**src/rtl/rv32i_multicycle_ctrl.sv**
```systemverilog
// Multicycle RV32I control FSM: FETCH -> DECODE -> class-specific EXE/MEM/WB.
// Optional `BUS_WAIT_EN adds busReady back-pressure on the S_MEM/L_MEM bus states.
module rv32i_multicycle_ctrl #(
  parameter bit RESET_STATE_FETCH = 1'b1
) (
  input  logic        clk,
  input  logic        reset,
`ifdef BUS_WAIT_EN
  input  logic        busReady,
`endif
  input  logic [31:0] instrCode,
  output logic        pcEn,
  output logic        irEn,
  output logic        regFileWe,
  output logic        aluSrcMuxSel,
  output logic [3:0]  aluControl,
  output logic [2:0]  RFWDSrcMuxSel,
  output logic        branch,
  output logic        jal,
  output logic        jalr,
  output logic        busWe,
  output logic [2:0]  strb,
  output logic        illegalInstr
);

  typedef enum logic [3:0] {
    FETCH, DECODE, R_EXE, I_EXE, L_EXE, S_EXE, B_EXE, LU_EXE,
    AU_EXE, J_EXE, JL_EXE, S_MEM, L_MEM, L_WB, TRAP
  } state_e;

  localparam logic [6:0] OP_R  = 7'b0110011;
  localparam logic [6:0] OP_I  = 7'b0010011;
  localparam logic [6:0] OP_L  = 7'b0000011;
  localparam logic [6:0] OP_S  = 7'b0100011;
  localparam logic [6:0] OP_B  = 7'b1100011;
  localparam logic [6:0] OP_LU = 7'b0110111;
  localparam logic [6:0] OP_AU = 7'b0010111;
  localparam logic [6:0] OP_J  = 7'b1101111;
  localparam logic [6:0] OP_JL = 7'b1100111;

  localparam state_e RESET_STATE = RESET_STATE_FETCH ? FETCH : DECODE;

  state_e      state_q, state_d;
  logic [6:0]  opcode;
  logic [2:0]  funct3;
  logic        bit30;
  logic        bus_ready;
  logic        unused_instr_bits;

  assign opcode = instrCode[6:0];
  assign funct3 = instrCode[14:12];
  assign bit30  = instrCode[30];
  assign unused_instr_bits = ^{instrCode[31], instrCode[29:15], instrCode[11:7]};

`ifdef BUS_WAIT_EN
  assign bus_ready = busReady;
`else
  assign bus_ready = 1'b1;
`endif

  // NOTE: state registers use non-blocking assignment so every flop samples pre-edge values.
  always_ff @(posedge clk or posedge reset) begin
    if (reset) state_q <= RESET_STATE;
    else       state_q <= state_d;
  end

  // NOTE: every output and state_d gets a default first so no path infers a latch.
  always_comb begin
    state_d       = state_q;
    pcEn          = 1'b0;
    irEn          = 1'b0;
    regFileWe     = 1'b0;
    aluSrcMuxSel  = 1'b0;
    aluControl    = 4'b0000;
    RFWDSrcMuxSel = 3'd0;
    branch        = 1'b0;
    jal           = 1'b0;
    jalr          = 1'b0;
    busWe         = 1'b0;
    strb          = 3'b000;
    illegalInstr  = 1'b0;

    unique case (state_q)
      FETCH: begin
        irEn    = 1'b1;
        state_d = DECODE;
      end
      DECODE: begin
        unique case (opcode)
          OP_R:    state_d = R_EXE;
          OP_I:    state_d = I_EXE;
          OP_L:    state_d = L_EXE;
          OP_S:    state_d = S_EXE;
          OP_B:    state_d = B_EXE;
          OP_LU:   state_d = LU_EXE;
          OP_AU:   state_d = AU_EXE;
          OP_J:    state_d = J_EXE;
          OP_JL:   state_d = JL_EXE;
          default: state_d = TRAP;
        endcase
      end
      R_EXE: begin
        aluControl = {bit30, funct3};
        regFileWe  = 1'b1;
        pcEn       = 1'b1;
        state_d    = FETCH;
      end
      I_EXE: begin
        // bit30 only matters for shifts-right; ADDI with bit30 set must stay an add.
        aluSrcMuxSel = 1'b1;
        aluControl   = {bit30 & (funct3 == 3'b101), funct3};
        regFileWe    = 1'b1;
        pcEn         = 1'b1;
        state_d      = FETCH;
      end
      B_EXE: begin
        aluControl = {1'b0, funct3};
        branch     = 1'b1;
        pcEn       = 1'b1;
        state_d    = FETCH;
      end
      LU_EXE: begin
        RFWDSrcMuxSel = 3'd2;
        regFileWe     = 1'b1;
        pcEn          = 1'b1;
        state_d       = FETCH;
      end
      AU_EXE: begin
        RFWDSrcMuxSel = 3'd3;
        regFileWe     = 1'b1;
        pcEn          = 1'b1;
        state_d       = FETCH;
      end
      J_EXE: begin
        jal           = 1'b1;
        RFWDSrcMuxSel = 3'd4;
        regFileWe     = 1'b1;
        pcEn          = 1'b1;
        state_d       = FETCH;
      end
      JL_EXE: begin
        jalr          = 1'b1;
        aluSrcMuxSel  = 1'b1;
        RFWDSrcMuxSel = 3'd4;
        regFileWe     = 1'b1;
        pcEn          = 1'b1;
        state_d       = FETCH;
      end
      S_EXE: begin
        aluSrcMuxSel = 1'b1;
        state_d      = S_MEM;
      end
      S_MEM: begin
        aluSrcMuxSel = 1'b1;
        strb         = funct3;
        busWe        = 1'b1;
        if (bus_ready) begin
          pcEn    = 1'b1;
          state_d = FETCH;
        end
      end
      L_EXE: begin
        aluSrcMuxSel = 1'b1;
        state_d      = L_MEM;
      end
      L_MEM: begin
        aluSrcMuxSel = 1'b1;
        strb         = funct3;
        if (bus_ready) state_d = L_WB;
      end
      L_WB: begin
        aluSrcMuxSel  = 1'b1;
        strb          = funct3;
        RFWDSrcMuxSel = 3'd1;
        regFileWe     = 1'b1;
        pcEn          = 1'b1;
        state_d       = FETCH;
      end
      TRAP: begin
        illegalInstr = 1'b1;
      end
      default: state_d = FETCH;
    endcase

    // Reset silences the datapath immediately, before the async state flop is even seen.
    if (reset) begin
      pcEn          = 1'b0;
      irEn          = 1'b0;
      regFileWe     = 1'b0;
      aluSrcMuxSel  = 1'b0;
      aluControl    = 4'b0000;
      RFWDSrcMuxSel = 3'd0;
      branch        = 1'b0;
      jal           = 1'b0;
      jalr          = 1'b0;
      busWe         = 1'b0;
      strb          = 3'b000;
      illegalInstr  = 1'b0;
    end
  end

endmodule

```
**config.mk**
```make
export PLATFORM = sky130hd
export DESIGN_NAME = rv32i_multicycle_ctrl
export DESIGN_NICKNAME = d
export VERILOG_FILES = /design/src/rtl/rv32i_multicycle_ctrl.sv
export SDC_FILE = /design/constraint.sdc
export NUM_CORES = 1
export LEC_CHECK = 0
export CAP_MARGIN = 20
export CORE_AREA = 2 2 46 52
export DETAILED_ROUTE_END_ITERATION = 8
export DIE_AREA = 0 0 48 54
export PLACE_DENSITY_LB_ADDON = 0.12
export SETUP_SLACK_MARGIN = 0.3
export SYNTH_ARGS = -nofsm -noshare
export SYNTH_HDL_FRONTEND = slang
export SYNTH_SLANG_ARGS = --single-unit
```
**constraint.sdc**
```tcl
create_clock -name clk -period 1.55 [get_ports clk]
set_input_delay 0.3875 -clock clk [delete_from_list [all_inputs] [get_ports clk]]
set_output_delay 0.3875 -clock clk [all_outputs]
set_load 0.005 [all_outputs]
```
======== After elaboration in Yosys (flattened, before gate mapping) ========
Index checks and enable logic that the tools add are counted.
operators by class
  muxes and demuxes ....................... 26
  equality and inequality tests ........... 24
  bitwise logic cells ..................... 1
  reductions and logical operators ........ 6
operator list
  kind                                                              count
  4-bit one-hot mux with 9 select lines                             1
  4-bit == test (second input constant)                             7
  4-bit one-hot mux with 6 select lines                             1
  7-bit by 6-bit == test with 1-bit output (second input constant)  3
  7-bit == test (second input constant)                             3
  1-bit two-way mux                                                 18
  4-bit by 3-bit == test with 1-bit output (second input constant)  4
  7-bit by 5-bit == test with 1-bit output (second input constant)  2
  7-bit OR reduction                                                2
  3-bit one-hot mux with 4 select lines                             1
  4-bit one-hot mux with 3 select lines                             1
  3-bit two-way mux                                                 3
  9-bit OR reduction                                                1
  4-bit by 2-bit == test with 1-bit output (second input constant)  2
  7-bit by 2-bit == test with 1-bit output (second input constant)  1
  4-bit by 1-bit == test with 1-bit output (second input constant)  1
  4-bit zero test                                                   1
  4-bit two-way mux                                                 1
  3-bit == test (second input constant)                             1
  3-bit OR reduction                                                1
  2-bit OR reduction                                                1
  1-bit AND                                                         1
storage, ports and cells
  word-level logic and storage cells ...... 58
  flip-flop bits (word level) ............. 4

======== Longest topological paths before layout ========
Gate-level depths: netlist of run 1.
  word-level depth ........................ 4
  mapped depth ............................ 5

======== Least setup slack after synthesis of run 1 ========
Ideal clock, no wire load.
  path kind ............................... register to output
  from .................................... reg state_q[2]
  to ...................................... out strb[0]
  arrival time ............................ 1.066 ns
  stages on the path, launching flop included .. 5
  slack ................................... 0.096 ns
  cells stage by stage .................... dfrtp_1 -> buf_2 -> nand3b_1 -> a21oi_1 -> and2_1
on the way
  cells in the longest elaborated chain, start to end .. 4
  elaborated cells between the ends (all ways) .. 6
  classes of those cells .................. 3 x eq/ne; 2 x mux; 1 x reduce/logical
ends and longest elaborated chain
  item                              line  text
  start, declared                   43    state_e state_q, state_d;
  start signal, assigned            64    else state_q <= state_d;
  4-bit == test                     83    unique case (state_q)
  3-bit OR reduction (no line) (*)  n/a
  3-bit two-way mux (*)             83
  3-bit two-way mux (*)             186   if (reset) begin
  end, declared                     22    output logic [2:0] strb,
Mark *: on every way between the ends. The rest lies on a longest branch, timed or not.

======== Worst setup path after layout of run 1 ========
  from .................................... reg state_q[1]
  to ...................................... out strb[2]
Same word-level chain as after synthesis.

==> results of run 1 <==
[stage by stage]
| step | setup TNS (ns) | power [mW] | util [%] | instance area (um2) | setup WS [ns] |
|---|---|---|---|---|---|
| final | -3.849 | 2.568 | 72.16 | 1544 | -0.2785 |
| after floorplan | 0 | 0.9613 | - | 698.2 | 0.1577 |
| after global placement | -13.29 | 1.491 | 56.49 | 1209 | -0.7604 |
| after detailed placement | -13.60 | 1.511 | 56.49 | 1209 | -0.7771 |
| after global routing | -4.705 | 2.704 | 72.16 | 1544 | -0.3197 |
| after CTS | -3.669 | 2.199 | 66.26 | 1418 | -0.2963 |
[worst max-delay path, delay by kind of cell (launching register included)]
| family | cells | cell delay (ns) |
|---|---|---|
| and+or+nand+nor | 2 | 0.24 |
| buffers and inverters | 3 | 0.31 |
| DFF | 1 | 0.46 |
| AOI/OAI and AO/OA | 1 | 0.17 |
[timing repair]
item / in CTS / in global routing
setup endpoints to repair: 23 / 23
pin swaps: 20 / 13
resized for setup: 113 / 27
buffers inserted: 16 / 6
[worst max path at each step]
stage                                  end       start  slack (ns)  cells after the start
after floorplan                    strb[0]  state_q[2]        0.16                      4
after global placement             strb[2]       reset       -0.76                      5
after detailed placement           strb[0]       reset       -0.78                      5
after CTS                 RFWDSrcMuxSel[1]  state_q[1]       -0.30                      5
after global routing               strb[0]  state_q[1]       -0.32                      6
final                              strb[2]  state_q[1]       -0.28                      6
[Yosys cell counts, drive strengths merged]
master	n	area, um2
a31o	1	8.760
nor3b	1	7.510
buf	5	25.02
nand2b	5	31.28
a21oi	7	35.03
clkbuf	1	3.750
dfrtp	4	100.1
a221o	1	10.01
and2	6	37.54
o31ai	1	7.510
and3b	1	8.760
and4b	1	10.01
o21ai	1	5.000
and2b	1	7.510
nor3	2	10.01
o211ai	2	15.01
nor4	2	12.51
a2111oi	1	15.01
a31oi	2	12.51
a311oi	2	23.77
o22ai	1	6.260
inv	4	15.01
nor2b	3	26.27
nand2	5	18.77
xor2	1	8.760
nand3b	2	15.01
nor4b	1	8.760
nor2	6	22.52
o21a	1	7.510
a21bo	2	20.02
nand4b	3	26.28
a22o	1	8.760
a211oi	2	15.01
or3	2	12.51
[power groups by stage]
stage	Sequential, mW	Combinational (mW)	Clock [mW]
floorplan	0.212	0.749	0
global placement	0.276	1.22	0
detailed placement	0.272	1.24	0
CTS	0.246	1.80	0.150
global route	0.262	2.28	0.158
finish	0.260	2.16	0.152
[layout make-up]
class                      instances  area share (%)
tap                               30           2.431
timing repair buffer              84           46.52
clock buffer                       4           1.702
sequential                         4           6.807
inverter                           4           1.135
multi-input combinational         67           41.41
[layer usage]
metal / part of all wire, % / track usage (%) / up-vias
met2: 58 / 42.44 / 26
met4: 1.4 / 9.910 / 0
met1: 37 / 24.06 / 443
met5: 0 / 0 / -
li1: - / - / 462
met3: 3.2 / 3.691 / 4
[kinds of logic after synthesis]
logic type | count (synthesis)
AND/OR/NAND/NOR | 41
flip-flops | 4
buffers and inverters | 10
AO/OA/AOI/OAI | 25
XOR/XNOR | 1
==> qor.csv, run 1 <==
stage,metric,value,unit
layout,Top reg by flops,state_q,
cts,clock-pin transition on the worst setup and hold timing paths,0.05,ns
cts,cts hold-fix bufs,0,
power,leakage power,0.7283,nW
routing,WL per Instance,15.05,um
worst_setup_path,"Data arrival, critical path",1.44,ns
job,maxcap violations,0,
cts,CTS tree,yes,
power,register share of total power,10.1,%
status,failing checks,setup timing,
layout,top flop regs,state_q (4),
logic_synthesis,Synth Area in Compound Gates,31.80,%
layout,FF/Latch Area,105.1,um2
logic_synthesis,Netlist cell types,36,
floorplan,chip height,54,um
floorplan,Ports,53,
floorplan,Die Wd,48,um
logic_synthesis,XOR/XNOR Fraction of Synth Area,1.464,%
cts,clock sink count,4,
floorplan,core area,2140,um2
routing,Initial DRC Count,8,
logic_synthesis,Synth Cell Area,598.1,um2
routing,vias post-DR,935,
power,clock power share,5.9,%
logic_synthesis,Synth Area in Simple Gates,42.68,%
routing,vias per inst,4.845,
global_routing,All-Layer GR Usage,22.80,%
cts,clk root buf,clkbuf_4,
logic_synthesis,mux share of post-synthesis cell area,0,%
routing,DR pass1 iterations,4,
worst_setup_path,worst r2r src,state_q[3],
timing,min Tclk post-route,1.829,ns
place,Placed Cells incl. Taps,167,
place,port buffer count,31,
layout,"Area growth, synth to finish",158.2,%
worst_setup_path,"Largest stage delay, worst path",0.46,ns
layout,ANT cells,0,
worst_setup_path,crit-path cells,buf_6 -> buf_6 -> nand3b_1 -> a21oi_2 -> and2_1 -> buf_2,
logic_synthesis,Synthesis Warnings,0,
global_routing,initial antenna violation count,0,
worst_setup_path,Critical-path top delay cell,dfrtp_2,
timing,"Setup violations, final",19,
power,Pwr Density,1663,nW/um2
worst_setup_path,Crit. End Element,primary output,
layout,Non-Filler Instances,193,
timing,final hold slack,0.3555,ns
routing,Final ANT Viol Nets,0,
power,NetSw,1.024,mW
cts,cts bufs inserted,3,
layout,"most common cell after layout, fill and taps aside",buf_4,
timing,Post-Route Skew,0.01905,ns
routing,DRC violations left,0,
timing,unrepaired setup endpoints after global routing,yes,
timing,Slew headroom,82.43,%
worst_setup_path,reg2reg setup slack,0.05,ns
worst_setup_path,Crit Reg-Reg Endpoint,state_q[0],
worst_setup_path,CP dominant cell by count,buf_6,
logic_synthesis,largest family of logic cells by synthesized area,simple AND/OR/NAND/NOR gates,
layout,layout cells sized above 1,69.94,%
logic_synthesis,Mapped Cells,81,
global_routing,first-pass GRT wire length,4.126,mm
worst_hold_path,HP Class,input pin to asynchronous set/reset pin,
layout,multi-input logic area,639.4,um2
floorplan,die area,2592,um2
logic_synthesis,syn_nets,115,
logic_synthesis,Avg Inst Size Synth,7.384,um2
cts,clk buf depth,2,
timing,Slew @ Worst Pin,0.2631,ns
worst_setup_path,Reg2Reg Depth,5,
worst_setup_path,kind of critical path,flop to primary output,
worst_setup_path,WP data required,1.16,ns
global_routing,vias in the first global route,918,
power,Switching Fraction,39.88,%
layout,most frequent cells in the layout,"buf_4 (27), buf_6 (25), buf_2 (19)",
timing,Final Hold Fails,0,
worst_setup_path,worst-path maximum fanout,6,
floorplan,initial core utilization,27.95,%
timing,final setup margin,-0.2785,ns
global_routing,largest net degree at the start of global routing,8,
layout,fill cell count,158,
floorplan,FP Rows,18,
power,P_int,1.544,mW
routing,WL final,2.904,mm
cts,H-tree lvl count,1,
timing,period utilization,118.0,%
logic_synthesis,Post-Synth Adder-Cell Area,0,%
logic_synthesis,"Seq/Total Area, Yosys",16.74,%
cts,Worst-Skew Late Latency,0.25,ns
status,status,"finished, violations left",
layout,max reg flops,4,
power,combinational power share,84.0,%
timing,"Slew Viols, Final",0,
global_routing,total grt overflow,0,
place,HPWL Detailed,1.789,mm
logic_synthesis,"FF+latch count, synth",4,
place,RePlAce Congestion,0.7657,
layout,Nets,198,
timing,Peak Freq,546.9,MHz
power,Peak supply drop,0.9719,mV
worst_setup_path,startpoint types,flop,
Note: power is estimated with default switching activity, not from simulation.
==> run 2: changes to the inputs <==
--- a/config.mk
+++ b/config.mk
@@ -6,9 +6,9 @@
 export NUM_CORES = 1
 export LEC_CHECK = 0
 export CAP_MARGIN = 20
-export CORE_AREA = 2 2 46 52
+export CORE_AREA = 2 2 45 52
 export DETAILED_ROUTE_END_ITERATION = 8
-export DIE_AREA = 0 0 48 54
+export DIE_AREA = 0 0 47 54
 export PLACE_DENSITY_LB_ADDON = 0.12
 export SETUP_SLACK_MARGIN = 0.3
 export SYNTH_ARGS = -nofsm -noshare
==> run 2 against run 1 <==
- largest cell class unchanged
- fmax up 1.9%
- global-route usage down 3.0 points
- count of clock-buffer cells in the layout unchanged
- core utilization down 2.7 points
- clock skew down 0.014 ns
- the flow still finishes with violations (setup timing)
- setup slack better by 0.033 ns
- sequential power up 2%
- via count down 1.1%
- total power down 11%
- routed wire length down 13%
- combinational power down 13%
==> qor.csv, run 2 (synthesized netlist as in run 1, its figures left out) <==
stage,metric,value,unit,change
floorplan,core area,2072,um2,-3.2%
routing,vias post-DR,925,,-1.1%
global_routing,first-pass GRT wire length,3.691,mm,-11%
timing,Slew @ Worst Pin,0.2805,ns,+0.01743 ns
floorplan,chip height,54,um,unchanged
timing,Post-Route Skew,0.004774,ns,-0.01427 ns
global_routing,vias in the first global route,868,,-5.4%
cts,H-tree lvl count,1,,unchanged
worst_setup_path,kind of critical path,flop to primary output,,
place,RePlAce Congestion,0.8098,,+5.8%
worst_setup_path,Crit. End Element,primary output,,
global_routing,largest net degree at the start of global routing,10,,+2
worst_setup_path,WP data required,1.16,ns,about the same
status,status,"finished, violations left",,
timing,period utilization,115.8,%,-2.1 points
timing,unrepaired setup endpoints after global routing,yes,,
worst_setup_path,reg2reg setup slack,-0.07,ns,-0.12 ns
layout,top flop regs,state_q (4),,
layout,layout cells sized above 1,64.97,%,-5.0 points
power,total power,2.287,mW,-11%
power,Peak supply drop,0.6647,mV,-32%
cts,clock-pin transition on the worst setup and hold timing paths,0.04,ns,about the same
routing,Initial DRC Count,7,,-1
floorplan,FP Rows,18,,unchanged
routing,vias per inst,4.947,,+2.1%
floorplan,Ports,53,,unchanged
layout,Top reg by flops,state_q,,
layout,final core utilization,69.44,%,-2.7 points
layout,"Area growth, synth to finish",140.6,%,
layout,"most common cell after layout, fill and taps aside",buf_4,,
cts,CTS tree,yes,,
layout,ANT cells,0,,unchanged
routing,WL per Instance,13.51,um,-10%
global_routing,All-Layer GR Usage,19.81,%,-3.0 points
status,failing checks,setup timing,,
floorplan,initial core utilization,28.86,%,+0.91 points
cts,clk root buf,clkbuf_4,,
layout,most frequent cells in the layout,"buf_4 (31), buf_2 (17), buf_6 (17)",,
cts,Worst-Skew Late Latency,0.23,ns,-0.02 ns
power,leakage power,0.6800,nW,-6.6%
routing,DRC violations left,0,,unchanged
worst_setup_path,startpoint types,flop,,
worst_hold_path,HP Class,input pin to asynchronous set/reset pin,,
job,maxcap violations,0,,unchanged
timing,setup TNS,-3.764,ns,+0.08478 ns
timing,Slew headroom,81.26,%,-1.2 points
routing,DR pass1 iterations,4,,unchanged
global_routing,initial antenna violation count,0,,unchanged
layout,FF/Latch Area,105.1,um2,unchanged
timing,min Tclk post-route,1.795,ns,-0.03325 ns
timing,"Setup violations, final",20,,+1
place,port buffer count,31,,unchanged
place,Placement Setup Slack,-0.7273,ns,+0.04983 ns
layout,fill cell count,156,,-1.3%
timing,Final Hold Fails,0,,unchanged
cts,clock sink count,4,,unchanged
global_routing,total grt overflow,0,,unchanged
layout,multi-input logic area,619.3,um2,-3.1%
cts,clk buf depth,2,,unchanged
cts,cts bufs inserted,3,,unchanged
place,HPWL Detailed,1.766,mm,-1.3%
timing,Peak Freq,557.0,MHz,+1.9%
worst_setup_path,"Data arrival, critical path",1.41,ns,-0.03 ns
timing,"Slew Viols, Final",0,,unchanged
worst_setup_path,worst-path maximum fanout,4,,-2
layout,Nets,192,,-3.0%
routing,Final ANT Viol Nets,0,,unchanged
routing,WL final,2.526,mm,-13%
layout,max reg flops,4,,unchanged
power,Pwr Density,1590,nW/um2,-4.4%
floorplan,Die Wd,47,um,-2.1%
timing,final setup margin,-0.2453,ns,+0.03325 ns
floorplan,die area,2538,um2,-2.1%
## run 2: changes by cell type in the layout (fill, tap and decap cells not counted), sizes merged
cell,change
clkbuf,+2
clkdlybuf4s50,+2
dlymetal6s2s,-1
clkdlybuf4s15,-1
dlygate4sd2,-1
buf,-7
## run 2: worst max-delay path: stages, from the launching register on
cell      delay (ns)
dfrtp_2         0.43
buf_6           0.13
buf_6           0.12
nand2b_4        0.08
a21oi_4         0.06
buf_6           0.11
and2_1          0.12
buf_2           0.12
## run 2: worst paths after layout
check	depth (start not counted)	endpoint	start
max in group asynchronous	3	state_q[1]	reset
max reg2reg	6	state_q[0]	state_q[2]
min in group clk	3	state_q[3]	instrCode[5]
min reg2reg	3	state_q[0]	state_q[3]
min	3	state_q[2]	reset
max	7	strb[0]	state_q[2]
## run 2: power breakdown
part           switching, mW  internal (mW)  leakage [nW]
clock network         0.0432         0.0966        0.0150
logic                  0.786           1.10         0.620
registers              0.102          0.164        0.0455
total                  0.931           1.36         0.680
## run 2: per-stage QoR
stage	instances	hold WS, ns	cell area, um2
floorplan	81	0.2953	698.2
detailed placement	165	0.8665	1194
global route	187	0.2558	1439
finish	187	0.2544	1439
global placement	165	0.8726	1194
CTS	180	0.4161	1320
## run 2: area by class of cell
cell class                 instances  area share, %
timing repair buffer              78          43.83
multi-input combinational         67          43.04
sequential                         4          7.304
tap                               30          2.609
clock buffer                       4          1.826
inverter                           4          1.391
## run 2: per-layer routing
layer  global-route usage, %  share of wire, %  wire (um)  vias to the layer above
met4                   3.241               1.3         34                        0
met1                   22.31                40       1006                      434
met3                   2.349               3.6         90                        4
met5                       0                 0          0                        -
li1                        -                 -          -                      457
met2                   38.81                55       1396                       30
## run 2: what timing repair did
| item | 4_1_cts | 5_1_grt |
|---|---|---|
| pin swaps | 17 | 11 |
| endpoints found under the setup margin | 23 | 23 |
| hold buffers | 0 | 0 |
| resized for setup | 100 | 22 |
| buffers inserted | 11 | 7 |
==> run 3: changes to the inputs <==
--- a/config.mk
+++ b/config.mk
@@ -9,7 +9,7 @@
 export CORE_AREA = 2 2 45 52
 export DETAILED_ROUTE_END_ITERATION = 8
 export DIE_AREA = 0 0 47 54
-export PLACE_DENSITY_LB_ADDON = 0.12
+export PLACE_DENSITY = 0.81
 export SETUP_SLACK_MARGIN = 0.3
 export SYNTH_ARGS = -nofsm -noshare
 export SYNTH_HDL_FRONTEND = slang
==> run 3 against run 2 <==
- the run still ends with setup timing left
- first-iteration DRC count stayed put
- sequential cell count unchanged
- combinational power increased by 7%
- critical path depth is 1 lower
- total power grew 4.8%
- count of clock-buffer cells in the layout did not move
- highest routed layer unchanged
- non-clock buffer count shrank 4
- critical path type unchanged
- clock power is 3% higher
==> qor.csv, run 3 (synthesized netlist as in run 1, its figures left out) <==
stage,metric,value,unit,change
status,status,"finished, violations left",,
status,failing checks,setup timing,,
floorplan,die area,2538,um2,unchanged
layout,most frequent cells in the layout,"buf_4 (22), buf_6 (20), buf_2 (18)",,
timing,Slew headroom,78.40,%,-2.9 points
place,HPWL Detailed,1.752,mm,-0.77%
layout,max reg flops,4,,unchanged
timing,period utilization,118.0,%,+2.1 points
timing,Post-Route Skew,0.01215,ns,+0.007373 ns
layout,fill cell count,158,,+1.3%
worst_setup_path,WP data required,1.16,ns,about the same
job,maxcap violations,0,,unchanged
timing,Slew @ Worst Pin,0.3234,ns,+0.04287 ns
routing,vias post-DR,941,,+1.7%
timing,final setup margin,-0.2784,ns,-0.03310 ns
worst_setup_path,Crit. End Element,primary output,,
power,Peak supply drop,1.008,mV,+52%
global_routing,largest net degree at the start of global routing,9,,-1
timing,Peak Freq,546.9,MHz,-1.8%
global_routing,first-pass GRT wire length,4.008,mm,+8.6%
worst_setup_path,worst-path maximum fanout,5,,+1
timing,setup TNS,-4.289,ns,-0.5251 ns
routing,vias per inst,5.142,,+4.0%
place,RePlAce Congestion,0.8486,,+4.8%
cts,clk buf depth,2,,unchanged
worst_setup_path,"Data arrival, critical path",1.44,ns,+0.03 ns
worst_setup_path,crit path buf inv count,3,,-1
timing,min Tclk post-route,1.828,ns,+0.03310 ns
cts,Worst-Skew Late Latency,0.24,ns,about the same
routing,DR pass1 iterations,3,,-1
floorplan,Die Wd,47,um,unchanged
layout,Nets,188,,-2.1%
layout,"Area growth, synth to finish",142.7,%,
layout,Final Cell Area,1451,um2,+0.87%
global_routing,total grt overflow,0,,unchanged
global_routing,vias in the first global route,960,,+11%
timing,"Slew Viols, Final",0,,unchanged
floorplan,Ports,53,,unchanged
floorplan,FP Rows,18,,unchanged
floorplan,initial core utilization,28.86,%,unchanged
layout,top flop regs,state_q (4),,
timing,"Setup violations, final",20,,unchanged
cts,cts bufs inserted,3,,unchanged
global_routing,initial antenna violation count,0,,unchanged
routing,Final ANT Viol Nets,0,,unchanged
floorplan,core area,2072,um2,unchanged
timing,unrepaired setup endpoints after global routing,yes,,
routing,DRC violations left,0,,unchanged
worst_setup_path,kind of critical path,flop to primary output,,
worst_setup_path,Critical-path top delay cell,dfrtp_2,,
place,DP Area,1171,um2,-1.9%
floorplan,chip height,54,um,unchanged
worst_setup_path,crit-path cells,buf_6 -> buf_8 -> nor2b_4 -> nand2_4 -> a21oi_2 -> buf_2,,
power,leakage power,0.6718,nW,-1.2%
routing,Initial DRC Count,7,,unchanged
place,port buffer count,31,,unchanged
power,Pwr Density,1652,nW/um2,+3.9%
layout,layout cells sized above 1,67.32,%,+2.4 points
cts,CTS tree,yes,,
layout,Top reg by flops,state_q,,
cts,clock sink count,4,,unchanged
cts,clk root buf,clkbuf_4,,
routing,WL per Instance,15.45,um,+14%
routing,WL final,2.828,mm,+12%
worst_setup_path,crit-path leading delay family,flip-flops,,
layout,"most common cell after layout, fill and taps aside",buf_4,,
worst_setup_path,startpoint types,flop,,
layout,ANT cells,0,,unchanged
timing,final hold slack,0.3663,ns,+0.1119 ns
timing,Final Hold Fails,0,,unchanged
global_routing,All-Layer GR Usage,22.32,%,+2.5 points
worst_hold_path,HP Class,input pin to asynchronous set/reset pin,,
cts,clock-pin transition on the worst setup and hold timing paths,0.05,ns,about the same
cts,H-tree lvl count,1,,unchanged
worst_setup_path,"Largest stage delay, worst path",0.42,ns,about the same
## run 3: cell types whose count changed in the layout (fill, tap and decap cells not counted), sizes merged
cell,before,now
dlygate4sd2,1,2
clkdlybuf4s15,0,1
clkbuf,6,4
buf,65,62
clkdlybuf4s50,9,8
## run 3: where the power goes
part / leakage [nW] / total (mW) / internal (mW) / switching, mW
logic: 0.611 / 2.01 / 1.15 / 0.864
registers: 0.0455 / 0.243 / 0.163 / 0.0792
clock network: 0.0150 / 0.144 / 0.0969 / 0.0473
## run 3: what timing repair did
action	in CTS	in global routing
hold buffers	0	0
pin swaps	19	12
buffers inserted	15	2
endpoints found under the setup margin	23	23
gates resized for setup	115	21
## run 3: path summary, 6_finish.rpt
kind                         startpoint          endpoint  slack [ns]  cells after the start
max reg2reg                  state_q[2]        state_q[0]       -0.15                      7
max                          state_q[2]  RFWDSrcMuxSel[2]       -0.28                      6
min in group clk           instrCode[5]        state_q[3]        0.67                      4
max in group asynchronous         reset        state_q[3]        1.06                      3
min reg2reg                  state_q[3]        state_q[2]        0.84                      3
min                               reset        state_q[1]        0.37                      3
## run 3: metrics by stage
stage | power (mW) | std cells | util (%) | setup WS [ns]
after global placement | 1.453 | 162 | 56.52 | -0.7193
final | 2.398 | 183 | 70.05 | -0.2784
after CTS | 2.096 | 181 | 65.64 | -0.2643
after global routing | 2.536 | 183 | 70.05 | -0.3438
after floorplan | 0.9613 | 81 | - | 0.1577
after detailed placement | 1.489 | 162 | 56.52 | -0.7716
## run 3: final cells by class
| class | count | area (um2) | share of cell area [%] |
|---|---|---|---|
| timing repair buffer | 74 | 631.9 | 43.53 |
| multi-input combinational | 67 | 630.6 | 43.45 |
| sequential | 4 | 105.1 | 7.241 |
| tap | 30 | 37.54 | 2.586 |
| clock buffer | 4 | 26.28 | 1.810 |
| inverter | 4 | 20.02 | 1.379 |
## run 3: worst reg2reg max path, cell delays in order, from the launching register on
cell	delay [ns]
dfrtp_2	0.42
buf_6	0.14
buf_8	0.13
buf_6	0.11
buf_6	0.11
nor3b_1	0.12
or3_1	0.35
a311oi_2	0.20
## run 3: per-layer routing
metal	vias up	GRT usage, %	wire length, um
li1	448	-	-
met1	460	18.40	1035
met2	29	49.09	1633
met3	4	2.013	103
met4	0	9.259	57
met5	-	0	0
